<file path="src/rtl/apb_requester_arbiter_if.sv">
// apb_if: APB port bundle; dst faces a requester, src drives the shared downstream target.
interface apb_if #(parameter int ADDR_W = 32, parameter int DATA_W = 32);
   logic psel, penable, pwrite, pready, pslverr;
   logic [ADDR_W-1:0] paddr;
   logic [DATA_W-1:0] pwdata, prdata;
   modport dst (input psel, penable, pwrite, paddr, pwdata, output pready, prdata, pslverr);
   modport src (output psel, penable, pwrite, paddr, pwdata, input pready, prdata, pslverr);
endinterface

</file>
<file path="src/rtl/apb_requester_arbiter.sv">
// apb_requester_arbiter: round-robin two-requester APB arbiter onto one target.
// Define APB_ARB_TIMEOUT_EN to add an access-phase watchdog of TIMEOUT_CYCLES.
module apb_requester_arbiter #(
   parameter int ADDR_W = 32,
   parameter int DATA_W = 32,
   parameter int TIMEOUT_CYCLES = 256
) (
   input logic clk,
   input logic rst_n,
   apb_if.dst apbReq0,
   apb_if.dst apbReq1,
   apb_if.src apbOut
);
   typedef enum logic [1:0] {IDLE, SETUP, ACCESS, RESP} state_t;
   state_t state;
   logic last_grant, gnt, pick, psel, penable, pwrite, rdy0, rdy1, pslverr;
   logic [ADDR_W-1:0] paddr;
   logic [DATA_W-1:0] pwdata, prdata;
   if (TIMEOUT_CYCLES < 1) begin : g_bad_timeout
      $error("TIMEOUT_CYCLES must be at least 1");
   end
`ifdef APB_ARB_TIMEOUT_EN
   logic [$clog2(TIMEOUT_CYCLES+1)-1:0] cnt;
`endif
   // Contention goes to whoever did not win last time.
   assign pick = apbReq0.psel && apbReq1.psel ? ~last_grant : apbReq1.psel;
   always_ff @(posedge clk or negedge rst_n) begin
      if (!rst_n) begin
         state <= IDLE;
         last_grant <= 1'b1;
         gnt <= 1'b0;
         psel <= 1'b0;
         penable <= 1'b0;
         pwrite <= 1'b0;
         paddr <= '0;
         pwdata <= '0;
         rdy0 <= 1'b0;
         rdy1 <= 1'b0;
         prdata <= '0;
         pslverr <= 1'b0;
`ifdef APB_ARB_TIMEOUT_EN
         cnt <= '0;
`endif
      end else begin
         case (state)
            IDLE: if (apbReq0.psel || apbReq1.psel) begin
               gnt <= pick;
               last_grant <= pick;
               paddr <= pick ? apbReq1.paddr : apbReq0.paddr;
               pwdata <= pick ? apbReq1.pwdata : apbReq0.pwdata;
               pwrite <= pick ? apbReq1.pwrite : apbReq0.pwrite;
               psel <= 1'b1;
               state <= SETUP;
            end
            SETUP: begin
               penable <= 1'b1;
`ifdef APB_ARB_TIMEOUT_EN
               cnt <= '0;
`endif
               state <= ACCESS;
            end
            ACCESS: if (apbOut.pready) begin
               psel <= 1'b0;
               penable <= 1'b0;
               prdata <= apbOut.prdata;
               pslverr <= apbOut.pslverr;
               rdy0 <= ~gnt;
               rdy1 <= gnt;
               state <= RESP;
            end
`ifdef APB_ARB_TIMEOUT_EN
            else if (cnt + 1'b1 == $bits(cnt)'(TIMEOUT_CYCLES)) begin
               psel <= 1'b0;
               penable <= 1'b0;
               prdata <= '0;
               pslverr <= 1'b1;
               rdy0 <= ~gnt;
               rdy1 <= gnt;
               state <= RESP;
            end else cnt <= cnt + 1'b1;
`endif
            RESP: begin
               rdy0 <= 1'b0;
               rdy1 <= 1'b0;
               prdata <= '0;
               pslverr <= 1'b0;
               state <= IDLE;
            end
         endcase
      end
   end
   assign apbOut.psel = psel;
   assign apbOut.penable = penable;
   assign apbOut.pwrite = pwrite;
   assign apbOut.paddr = paddr;
   assign apbOut.pwdata = pwdata;
   assign apbReq0.pready = rdy0;
   assign apbReq0.prdata = rdy0 ? prdata : '0;
   assign apbReq0.pslverr = rdy0 & pslverr;
   assign apbReq1.pready = rdy1;
   assign apbReq1.prdata = rdy1 ? prdata : '0;
   assign apbReq1.pslverr = rdy1 & pslverr;
endmodule

</file>
<file path="src/flat_wrapper.sv">
// flat-port wrapper written by rule: the top's interface ports become plain ports
module apb_requester_arbiter_flat 
#(
   parameter int ADDR_W = 32,
   parameter int DATA_W = 32,
   parameter int TIMEOUT_CYCLES = 256
)
  (clk, rst_n, apbReq0_psel, apbReq0_penable, apbReq0_pwrite, apbReq0_paddr, apbReq0_pwdata, apbReq0_pready, apbReq0_prdata, apbReq0_pslverr, apbReq1_psel, apbReq1_penable, apbReq1_pwrite, apbReq1_paddr, apbReq1_pwdata, apbReq1_pready, apbReq1_prdata, apbReq1_pslverr, apbOut_psel, apbOut_penable, apbOut_pwrite, apbOut_paddr, apbOut_pwdata, apbOut_pready, apbOut_prdata, apbOut_pslverr);
  apb_if #(.ADDR_W(ADDR_W), .DATA_W(DATA_W)) apbReq0_i ();
  apb_if #(.ADDR_W(ADDR_W), .DATA_W(DATA_W)) apbReq1_i ();
  apb_if #(.ADDR_W(ADDR_W), .DATA_W(DATA_W)) apbOut_i ();
  input logic clk;
  input logic rst_n;
  input wire logic [$bits(apbReq0_i.psel)-1:0] apbReq0_psel;
  input wire logic [$bits(apbReq0_i.penable)-1:0] apbReq0_penable;
  input wire logic [$bits(apbReq0_i.pwrite)-1:0] apbReq0_pwrite;
  input wire logic [$bits(apbReq0_i.paddr)-1:0] apbReq0_paddr;
  input wire logic [$bits(apbReq0_i.pwdata)-1:0] apbReq0_pwdata;
  output wire logic [$bits(apbReq0_i.pready)-1:0] apbReq0_pready;
  output wire logic [$bits(apbReq0_i.prdata)-1:0] apbReq0_prdata;
  output wire logic [$bits(apbReq0_i.pslverr)-1:0] apbReq0_pslverr;
  input wire logic [$bits(apbReq1_i.psel)-1:0] apbReq1_psel;
  input wire logic [$bits(apbReq1_i.penable)-1:0] apbReq1_penable;
  input wire logic [$bits(apbReq1_i.pwrite)-1:0] apbReq1_pwrite;
  input wire logic [$bits(apbReq1_i.paddr)-1:0] apbReq1_paddr;
  input wire logic [$bits(apbReq1_i.pwdata)-1:0] apbReq1_pwdata;
  output wire logic [$bits(apbReq1_i.pready)-1:0] apbReq1_pready;
  output wire logic [$bits(apbReq1_i.prdata)-1:0] apbReq1_prdata;
  output wire logic [$bits(apbReq1_i.pslverr)-1:0] apbReq1_pslverr;
  output wire logic [$bits(apbOut_i.psel)-1:0] apbOut_psel;
  output wire logic [$bits(apbOut_i.penable)-1:0] apbOut_penable;
  output wire logic [$bits(apbOut_i.pwrite)-1:0] apbOut_pwrite;
  output wire logic [$bits(apbOut_i.paddr)-1:0] apbOut_paddr;
  output wire logic [$bits(apbOut_i.pwdata)-1:0] apbOut_pwdata;
  input wire logic [$bits(apbOut_i.pready)-1:0] apbOut_pready;
  input wire logic [$bits(apbOut_i.prdata)-1:0] apbOut_prdata;
  input wire logic [$bits(apbOut_i.pslverr)-1:0] apbOut_pslverr;
  assign apbReq0_i.psel = apbReq0_psel;
  assign apbReq0_i.penable = apbReq0_penable;
  assign apbReq0_i.pwrite = apbReq0_pwrite;
  assign apbReq0_i.paddr = apbReq0_paddr;
  assign apbReq0_i.pwdata = apbReq0_pwdata;
  assign apbReq0_pready = apbReq0_i.pready;
  assign apbReq0_prdata = apbReq0_i.prdata;
  assign apbReq0_pslverr = apbReq0_i.pslverr;
  assign apbReq1_i.psel = apbReq1_psel;
  assign apbReq1_i.penable = apbReq1_penable;
  assign apbReq1_i.pwrite = apbReq1_pwrite;
  assign apbReq1_i.paddr = apbReq1_paddr;
  assign apbReq1_i.pwdata = apbReq1_pwdata;
  assign apbReq1_pready = apbReq1_i.pready;
  assign apbReq1_prdata = apbReq1_i.prdata;
  assign apbReq1_pslverr = apbReq1_i.pslverr;
  assign apbOut_psel = apbOut_i.psel;
  assign apbOut_penable = apbOut_i.penable;
  assign apbOut_pwrite = apbOut_i.pwrite;
  assign apbOut_paddr = apbOut_i.paddr;
  assign apbOut_pwdata = apbOut_i.pwdata;
  assign apbOut_i.pready = apbOut_pready;
  assign apbOut_i.prdata = apbOut_prdata;
  assign apbOut_i.pslverr = apbOut_pslverr;
  apb_requester_arbiter #(.ADDR_W(ADDR_W), .DATA_W(DATA_W), .TIMEOUT_CYCLES(TIMEOUT_CYCLES)) u_core (.clk(clk), .rst_n(rst_n), .apbReq0(apbReq0_i), .apbReq1(apbReq1_i), .apbOut(apbOut_i));
endmodule
</file>
<file path="config.mk">
export PLATFORM = sky130hd
export DESIGN_NAME = apb_requester_arbiter_flat
export DESIGN_NICKNAME = d
export VERILOG_FILES = /design/src/rtl/apb_requester_arbiter_if.sv /design/src/rtl/apb_requester_arbiter.sv /design/src/flat_wrapper.sv
export SDC_FILE = /design/constraint.sdc
export NUM_CORES = 1
export LEC_CHECK = 0
export CAP_MARGIN = 20
export CORE_ASPECT_RATIO = 0.8
export CORE_MARGIN = 8
export CORE_UTILIZATION = 39
export CTS_CLUSTER_DIAMETER = 120
export DETAILED_ROUTE_END_ITERATION = 6
export GPL_TIMING_DRIVEN = 0
export MAX_ROUTING_LAYER = met4
export PLACE_DENSITY = 0.84
export SETUP_SLACK_MARGIN = 0.02
export SLEW_MARGIN = 0
export SYNTH_ARGS = -nofsm -noshare
export SYNTH_HDL_FRONTEND = slang
export SYNTH_SLANG_ARGS = --single-unit
export TNS_END_PERCENT = 50
</file>
<file path="constraint.sdc">
create_clock -name clk -period 2 [get_ports clk]
set_clock_uncertainty 0.15 [all_clocks]
set_input_delay 0.5 -clock clk [delete_from_list [all_inputs] [get_ports clk]]
set_output_delay 0.5 -clock clk [all_outputs]
set_load 0.05 [all_outputs]
</file>
# Yosys cells after proc, flatten, opt, wreduce, memory -nomap -nowiden
# Cells that the tools add are included.
[word_totals] ff_bits=106 latchBits=0 ramBits=0 romBits=0 inputBits=170 n_memories=0
[op_classes] n_addsub=0 multipliers=0 div_mod_pow=0 magnitude_cmp=0 n_eq_ne=5 shifts=0 mux=21 bitwise_logic=4 n_reduce_logical=11
[ops] op="$mux 32" n=5
[ops] op="$pmux 32 s2" n=1
[ops] op="$pmux 1 s2" n=5
[ops] op="$pmux 2 s4" n=1
[ops] op="$reduce_and 2->1" n=4
[ops] op="$mux 1" n=7
[ops] op="$reduce_bool 2->1" n=3
[ops] op="$eq 2x2->1 const B" n=2
[ops] op="$mux 2" n=2
[ops] op="$reduce_and 3->1" n=1
[ops] op="$and 1x1->1" n=2
[ops] op="$eq 2x1->1 const B" n=1
[ops] op="$logic_not 2->1" n=1
[ops] op="$ne 2x1->1 const B" n=1
[ops] op="$ne 2x2->1 const B" n=1
[ops] op="$not 1->1" n=2
[ops] op="$logic_and 1x1->1" n=1
[ops] op="$logic_or 1x1->1" n=1

# Logic depth before layout (Yosys ltp)
# Gate-level depths: netlist (run 1).
[logic_depth] depth_word=3 ltp_mapped=7 ltp_nobuf=5

# Least setup slack after synthesis (run 1)
# Ideal clock, no wire load.
[synth_path] path_type="register to output" startpoint="register u_core.rdy1 (netlist: u_core.apbReq1.pready)" endpoint="output apbReq1_prdata[31]" t_arrival_ps=1377 slack_ps=-27 path_stages_with_launch=3 cell_sequence="dfrtp_1 -> clkbuf_1 -> and2_1"
[synth_via] elab_chain_cells=1
[synth_lines] element="from (decl)" line_no="apb_requester_arbiter.sv:16" text="logic last_grant, gnt, pick, psel, penable, pwrite, rdy0, rdy1, pslverr;"
[synth_lines] element="from (signal assigned)" line_no="apb_requester_arbiter.sv:68" text="rdy1 <= gnt;"
[synth_lines] element="$mux 32" line_no="apb_requester_arbiter.sv:101" text="assign apbReq1.prdata = rdy1 ? prdata : '0;"
[synth_lines] element="to (decl)" line_no="flat_wrapper.sv:28" text="output wire logic [$bits(apbReq1_i.prdata)-1:0] apbReq1_prdata;"
# No other way between the ends.

# Final worst setup path (run 1)
[layout_path] startpoint="register u_core.rdy1 (netlist: u_core.apbReq1.pready)" endpoint="output apbReq1_prdata[14]"
# Same word-level chain as after synthesis.

==> flow_summary.yaml, run 1 <==
status:
  outcome: "finished, violations left"
  failed_checks: "setup timing"
cells_and_area:
  final_util: 0.6777
  synthToLayoutAreaGrowth_pct: 71.56
  antennaDiodeCount: 0
  final_cell_mix: "165 x clkdlybuf4s50_1, 103 x dfrtp_1, 80 x a21oi_2"
  drive_above_1_share: 0.2912
  stdcell_count: 1042
  final_common_cell: "clkdlybuf4s50_1"
  nNetsFinal: 1033
floorplan:
  die_area_um2: 17590
  start_util: 0.3950
  die_h_um: 120.2
  placeableCoreArea_um2: 13410
  io_pins: 305
  die_x_um: 146.3
  rows: 38
logic_synthesis:
  avgSynthCellArea_um2: 9.863
  synth-seq-cells: 106
  synth-simple-area-share: 0.1760
  yosysUniqueCellTypes: 28
  yosys_warnings: 0
  seq_area_frac_synth: 0.5011
  synth-edff-count: 0
  synth_compound_area_frac: 0.2528
  synth_area_um2: 5296
  synth_top_area_share: 0.4961
  synth_area_leaders: "dfrtp_1 50%, a21oi_2 13%, and2_1 7.8%"
  muxShareOfSynthArea: 0.008505
  synth_top_family_by_area: "compound AO/OA/AOI/OAI gates"
  netlist_instances: 537
  yosys.area.top_type: "dfrtp_1"
  async_reset_ff_frac: 1.000
  synthFlopType: "dfrtp_1"
  synth_xor_area_frac: 0
  syn_nets: 713
  synth_fa_ha_area_frac: 0.01417
routing:
  dr.pass1.iters: 4
  drt_iter0_drc: 253
  finalWirelength_um: 19710
  wl_per_cell_um: 18.91
  viasPerCell: 4.871
  dr_total_vias: 5076
  route.detailed.drc: 0
  ant_nets: 0
placement:
  place_congestion: 0.8175
  post-dp-hpwl_um: 15090
  portBuffers: 302
  place_inst: 1020
power:
  peakVddDrop_mv: 0.8157
  cellPowerDensity_nw_per_um2: 1529
  p_leak_nw: 4.044
setup_path:
  path_max_fanout: 8
  cp-start-kind: "flop"
  critical_path_arrival_ns: 1.41
  critical_path_required_ns: 1.35
  setup.worst_path.class: "flop to primary output"
  end_kind: "primary output"
clocking:
  cts_buffers: 9
  clkSinkCount: 106
  clockBufferDepth: 2
  cts.hold.buffers_added: 0
  cts_tree: "built"
  clock_latency_ns: 0.33
  clkTransAtPathRegs_ns: 0.07
  cts-htree-levels: 3
  clockRootBuffer: "clkbuf_16"
timing:
  fin_crit_ns: 2.056
  worstMarginPinSlew_ns: 0.5908
  rsz0062_at_grt: "yes"
  slew_viol_final: 0
  fin_crit_sh: 1.028
  finalSetupViolCount: 13
  slew_headroom: 0.6061
  setup_slack_ns: -0.05591
  max_freq_mhz: 486.4
  hold_viol_final: 0
global_routing:
  grt_pass1_vias: 5160
  antenna_found_initial: 0
  grt_overflow_total: 0
  grt_start_max_net_pins: 66
  grt.total_usage: 0.2200
  grt_pass1_wl_um: 29730
run:
  drv_cap: 0
min_path:
  hp-class: "input pin to asynchronous set/reset pin"
-- Yosys cell counts, types with 4 or more instances --
cell / n
ha_1: 6
a21oi_1: 53
a22o_1: 35
buf_8: 4
buf_4: 4
clkbuf_1: 10
buf_2: 21
dfrtp_1: 105
and2_1: 66
nand2_1: 68
a21oi_2: 80
nor2_1: 67
-- final timing paths --
check	depth (start not counted)	slack (ns)	from	to
worst min register to register	2	0.34	u_core.apbOut.penable	u_core.apbOut.penable
min in group clk	2	0.34	u_core.apbOut.penable	u_core.apbOut.penable
max in group asynchronous	2	0.94	rst_n	u_core.apbOut.paddr[16]
worst max-delay path	4	-0.06	u_core.apbReq1.pready	apbReq1_prdata[14]
worst min-delay path	1	0.008	rst_n	u_core.prdata[29]
worst max register to register	7	0.14	u_core.state[0]	u_core.apbOut.pwdata[21]
-- power by group --
| part | total, mW | switching (mW) | internal (mW) | leakage [nW] |
|---|---|---|---|---|
| clock network | 1.72 | 0.805 | 0.919 | 0.146 |
| logic | 8.37 | 5.54 | 2.82 | 2.64 |
| registers | 3.81 | 0.632 | 3.17 | 1.26 |
-- layout make-up --
type / instances / area (um^2)
clock inverters: 5 / 36.28
inverters: 2 / 7.507
plain buffers: 40 / 345.3
well taps: 180 / 225.2
multi-input cells: 389 / 2492
clock buffers: 11 / 252.7
flip-flops and latches: 106 / 2656
fillers: 1093 / 4322
repair buffers: 309 / 3070
-- critical path, stage by stage, from the launching register on --
cell     delay, ns
dfrtp_2       0.49
buf_8         0.16
buf_12        0.12
and2_4        0.15
buf_6         0.14
-- registers in the layout, indices dropped and copies added (netlist names) --
name,cells
u_core.apbOut.paddr,32
u_core.apbOut.penable,1
u_core.apbOut.psel,1
u_core.apbOut.pwdata,32
u_core.apbOut.pwrite,1
u_core.apbReq0.pready,1
u_core.apbReq1.pready,1
u_core.gnt,1
u_core.last_grant,1
u_core.prdata,32
u_core.pslverr,1
u_core.state,2
-- layer usage --
layer | track usage | vias up | share of wire
met2 | 0.3571 | 180 | 0.50
met4 | 0.03982 | 0 | 0.013
met5 | - | - | 0
li1 | - | 2448 | -
met3 | 0.05788 | 16 | 0.060
met1 | 0.2758 | 2432 | 0.43
-- cell families (layout without fill, tap and decap cells) --
kind of cell,after synthesis,after routing
AOI/OAI and AO/OA,176,176
adders and majority gates,6,6
muxes,4,4
DFF,106,106
buffers and inverters,42,367
and+or+nand+nor,203,203
-- through the flow --
step                      instance area [um^2]  hold WS [ns]  setup slack, ns  total power, mW  TNS (ns)
after floorplan                           5298       0.05441         -0.02362            9.342   -0.4985
after global placement                    8546        0.3238           -4.373            12.19   -457.52
after detailed placement                  8571        0.3324          -0.4976            12.33    -42.39
after CTS                                 8910       0.02066         -0.09533            13.74    -1.004
after global routing                      9086       0.04576         -0.09879            14.65    -2.021
final                                     9086      0.008194         -0.05591            13.90   -0.5048
-- timing repair --
| action | CTS | global route |
|---|---|---|
| endpoints found under the setup margin | 177 | 146 |
| setup buffers | 3 | 4 |
| resized for setup | 537 | 61 |
No activity file was read; power rests on OpenSTA's default activity.
==> run 2, diff against run 1 <==
--- a/config.mk
+++ b/config.mk
@@ -6,14 +6,15 @@
 export NUM_CORES = 1
 export LEC_CHECK = 0
 export CAP_MARGIN = 20
-export CORE_ASPECT_RATIO = 0.8
-export CORE_MARGIN = 8
-export CORE_UTILIZATION = 39
+export CORE_AREA = 8 8 114 116
 export CTS_CLUSTER_DIAMETER = 120
+export CTS_CLUSTER_SIZE = 8
 export DETAILED_ROUTE_END_ITERATION = 6
+export DIE_AREA = 0 0 122 124
+export DONT_BUFFER_PORTS = 1
 export GPL_TIMING_DRIVEN = 0
 export MAX_ROUTING_LAYER = met4
-export PLACE_DENSITY = 0.84
+export PLACE_DENSITY = 0.64
 export SETUP_SLACK_MARGIN = 0.02
 export SLEW_MARGIN = 0
 export SYNTH_ARGS = -nofsm -noshare
==> run 2 against run 1 <==
  * The flow finishes with violations (hold timing)
  * Register-to-register slack improved by 0.03 ns
  * Worst setup slack improved by 0.058 ns
  * Die area fell by 14%
  * Fmax rose by 2.9%
  * Sequential power rose by 70%
  * Clock-buffer cell count rose by 3
  * Clock power rose by 4%
  * Sequential share of layout area rose by 15 points
==> flow_summary.yaml, run 2 (synthesized netlist as in run 1, its figures left out) <==
global_routing:
  grt.total_usage: 0.2084
  grt_pass1_vias: 4032
  grt_overflow_total: 0
  grt_pass1_wl_um: 23570
  grt_start_max_net_pins: 107
  antenna_found_initial: 0
placement:
  place_inst: 680
  post-dp-hpwl_um: 12720
  dp_slack_ns: -0.2971
  place_congestion: 0.8438
  portBuffers: 0
power:
  p_clk_frac: 0.145
  p_seq_frac: 0.523
  peakVddDrop_mv: 0.9572
  intPower_mw: 5.830
  p_switching_mw: 6.569
  cellPowerDensity_nw_per_um2: 2047
  p_leak_nw: 2.642
  p_comb_frac: 0.333
  switching_share: 0.5298
routing:
  dr.pass1.iters: 4
  wl_per_cell_um: 23.47
  route.detailed.drc: 0
  viasPerCell: 5.725
  ant_nets: 0
  drt_iter0_drc: 259
  finalWirelength_um: 16360
  dr_total_vias: 3990
timing:
  slew_viol_final: 0
  fin_crit_ns: 1.998
  fin_crit_sh: 0.9991
  fin_hold_ws_ns: -0.2950
  max_freq_mhz: 500.5
  tns_ns: 0
  rsz0062_at_grt: "yes"
  finalSetupViolCount: 0
  slew_headroom: 0.6266
  setup_slack_ns: 0.001839
  hold_viol_final: 106
  worstMarginPinSlew_ns: 0.5601
setup_path:
  critical_path_required_ns: 1.35
  critical_path_arrival_ns: 1.35
  path_max_fanout: 10
  end_kind: "primary output"
  cp-start-kind: "flop"
  rr_worst_depth: 5
  setup.worst_path.class: "flop to primary output"
cells_and_area:
  final_common_cell: "dfrtp_1"
  final_util: 0.5420
  reg.largest.list: "u_core.apbOut.paddr x32, u_core.apbOut.pwdata x32, u_core.prdata x32"
  antennaDiodeCount: 0
  seq_area_um2: 2661
  fill_cells: 1004
  multiInputGateArea_um2: 2571
  drive_above_1_share: 0.3718
  stdcell_count: 697
  final_cell_mix: "103 x dfrtp_1, 80 x a21oi_2, 68 x nand2_1"
  synthToLayoutAreaGrowth_pct: 14.36
  nNetsFinal: 725
floorplan:
  io_pins: 305
  die_area_um2: 15130
  die_h_um: 124
  rows: 39
  die_x_um: 122
  placeableCoreArea_um2: 11170
  start_util: 0.4740
clocking:
  clkTransAtPathRegs_ns: 0.07
  cts_tree: "built"
  cts_buffers: 9
  clockBufferDepth: 2
  clkSinkCount: 106
  cts-htree-levels: 3
  clockRootBuffer: "clkbuf_16"
  clock_latency_ns: 0.33
status:
  failed_checks: "hold timing"
  outcome: "finished, violations left"
min_path:
  hp-class: "input pin to asynchronous set/reset pin"
run:
  drv_cap: 0
run 2: cell count changes in the layout (fill, tap and decap cells not counted), sizes merged, moves of 2 or more:
cell and delta:
clkbuf -2, clkinv -4, clkdlybuf4s50 -165, buf -69, dlygate4sd2 -67
run 2: layer usage:
metal | vias to the layer above | routed length, um | share of wire | track usage
met5 | - | 0 | 0 | -
met4 | 0 | 213 | 0.013 | 0.06322
met3 | 17 | 1693 | 0.10 | 0.06437
met2 | 205 | 8291 | 0.51 | 0.3495
met1 | 1930 | 6161 | 0.38 | 0.2346
li1 | 1838 | - | - | -
run 2: worst max-delay path, stage by stage, from the launching register on:
cell and delay (ns):
dfrtp_4 0.59, buf_8 0.18, and2_4 0.24
run 2: power by group through the flow:
stage	sequential (mW)	clock (mW)	combinational (mW)
floorplan	6.12	0	3.22
global placement	6.47	0	3.70
detailed placement	6.50	0	3.83
CTS	6.51	1.83	4.06
global route	6.62	1.94	4.50
finish	6.48	1.79	4.12
run 2: layout make-up:
class	count	area share
Multi-Input combinational cell	389	0.4245
Sequential cell	106	0.4394
Buffer	40	0.05433
Tap cell	143	0.02954
Clock inverter	2	0.006197
Inverter	2	0.001239
Clock buffer	14	0.04359
Timing Repair Buffer	1	0.001239
run 2: what timing repair did:
item | in CTS | in global routing
endpoints found under the hold margin | 106 | 106
setup buffers | 0 | 1
setup endpoints to repair | 122 | 141
gates resized for setup | 149 | 15
run 2: metrics by stage:
| step | power, mW | area (um^2) | hold WS [ns] |
|---|---|---|---|
| floorplan | 9.342 | 5298 | 0.05441 |
| global placement | 10.17 | 5477 | 0.05744 |
| detailed placement | 10.33 | 5477 | 0.05740 |
| CTS | 12.40 | 6015 | -0.3073 |
| global route | 13.06 | 6057 | -0.3156 |
| finish | 12.40 | 6057 | -0.2950 |
run 2: final timing paths:
| path | start | end | slack (ns) |
|---|---|---|---|
| hold reg to reg | u_core.gnt | u_core.apbReq0.pready | 0.37 |
| min in group clk | apbReq0_psel | u_core.last_grant | 0.09 |
| hold / removal | rst_n | u_core.apbOut.paddr[27] | -0.29 |
| setup reg to reg | u_core.state[0] | u_core.prdata[4] | 0.17 |
| max in group asynchronous | rst_n | u_core.last_grant | 1.76 |
| setup / recovery | u_core.apbReq1.pready | apbReq1_prdata[16] | 0.002 |
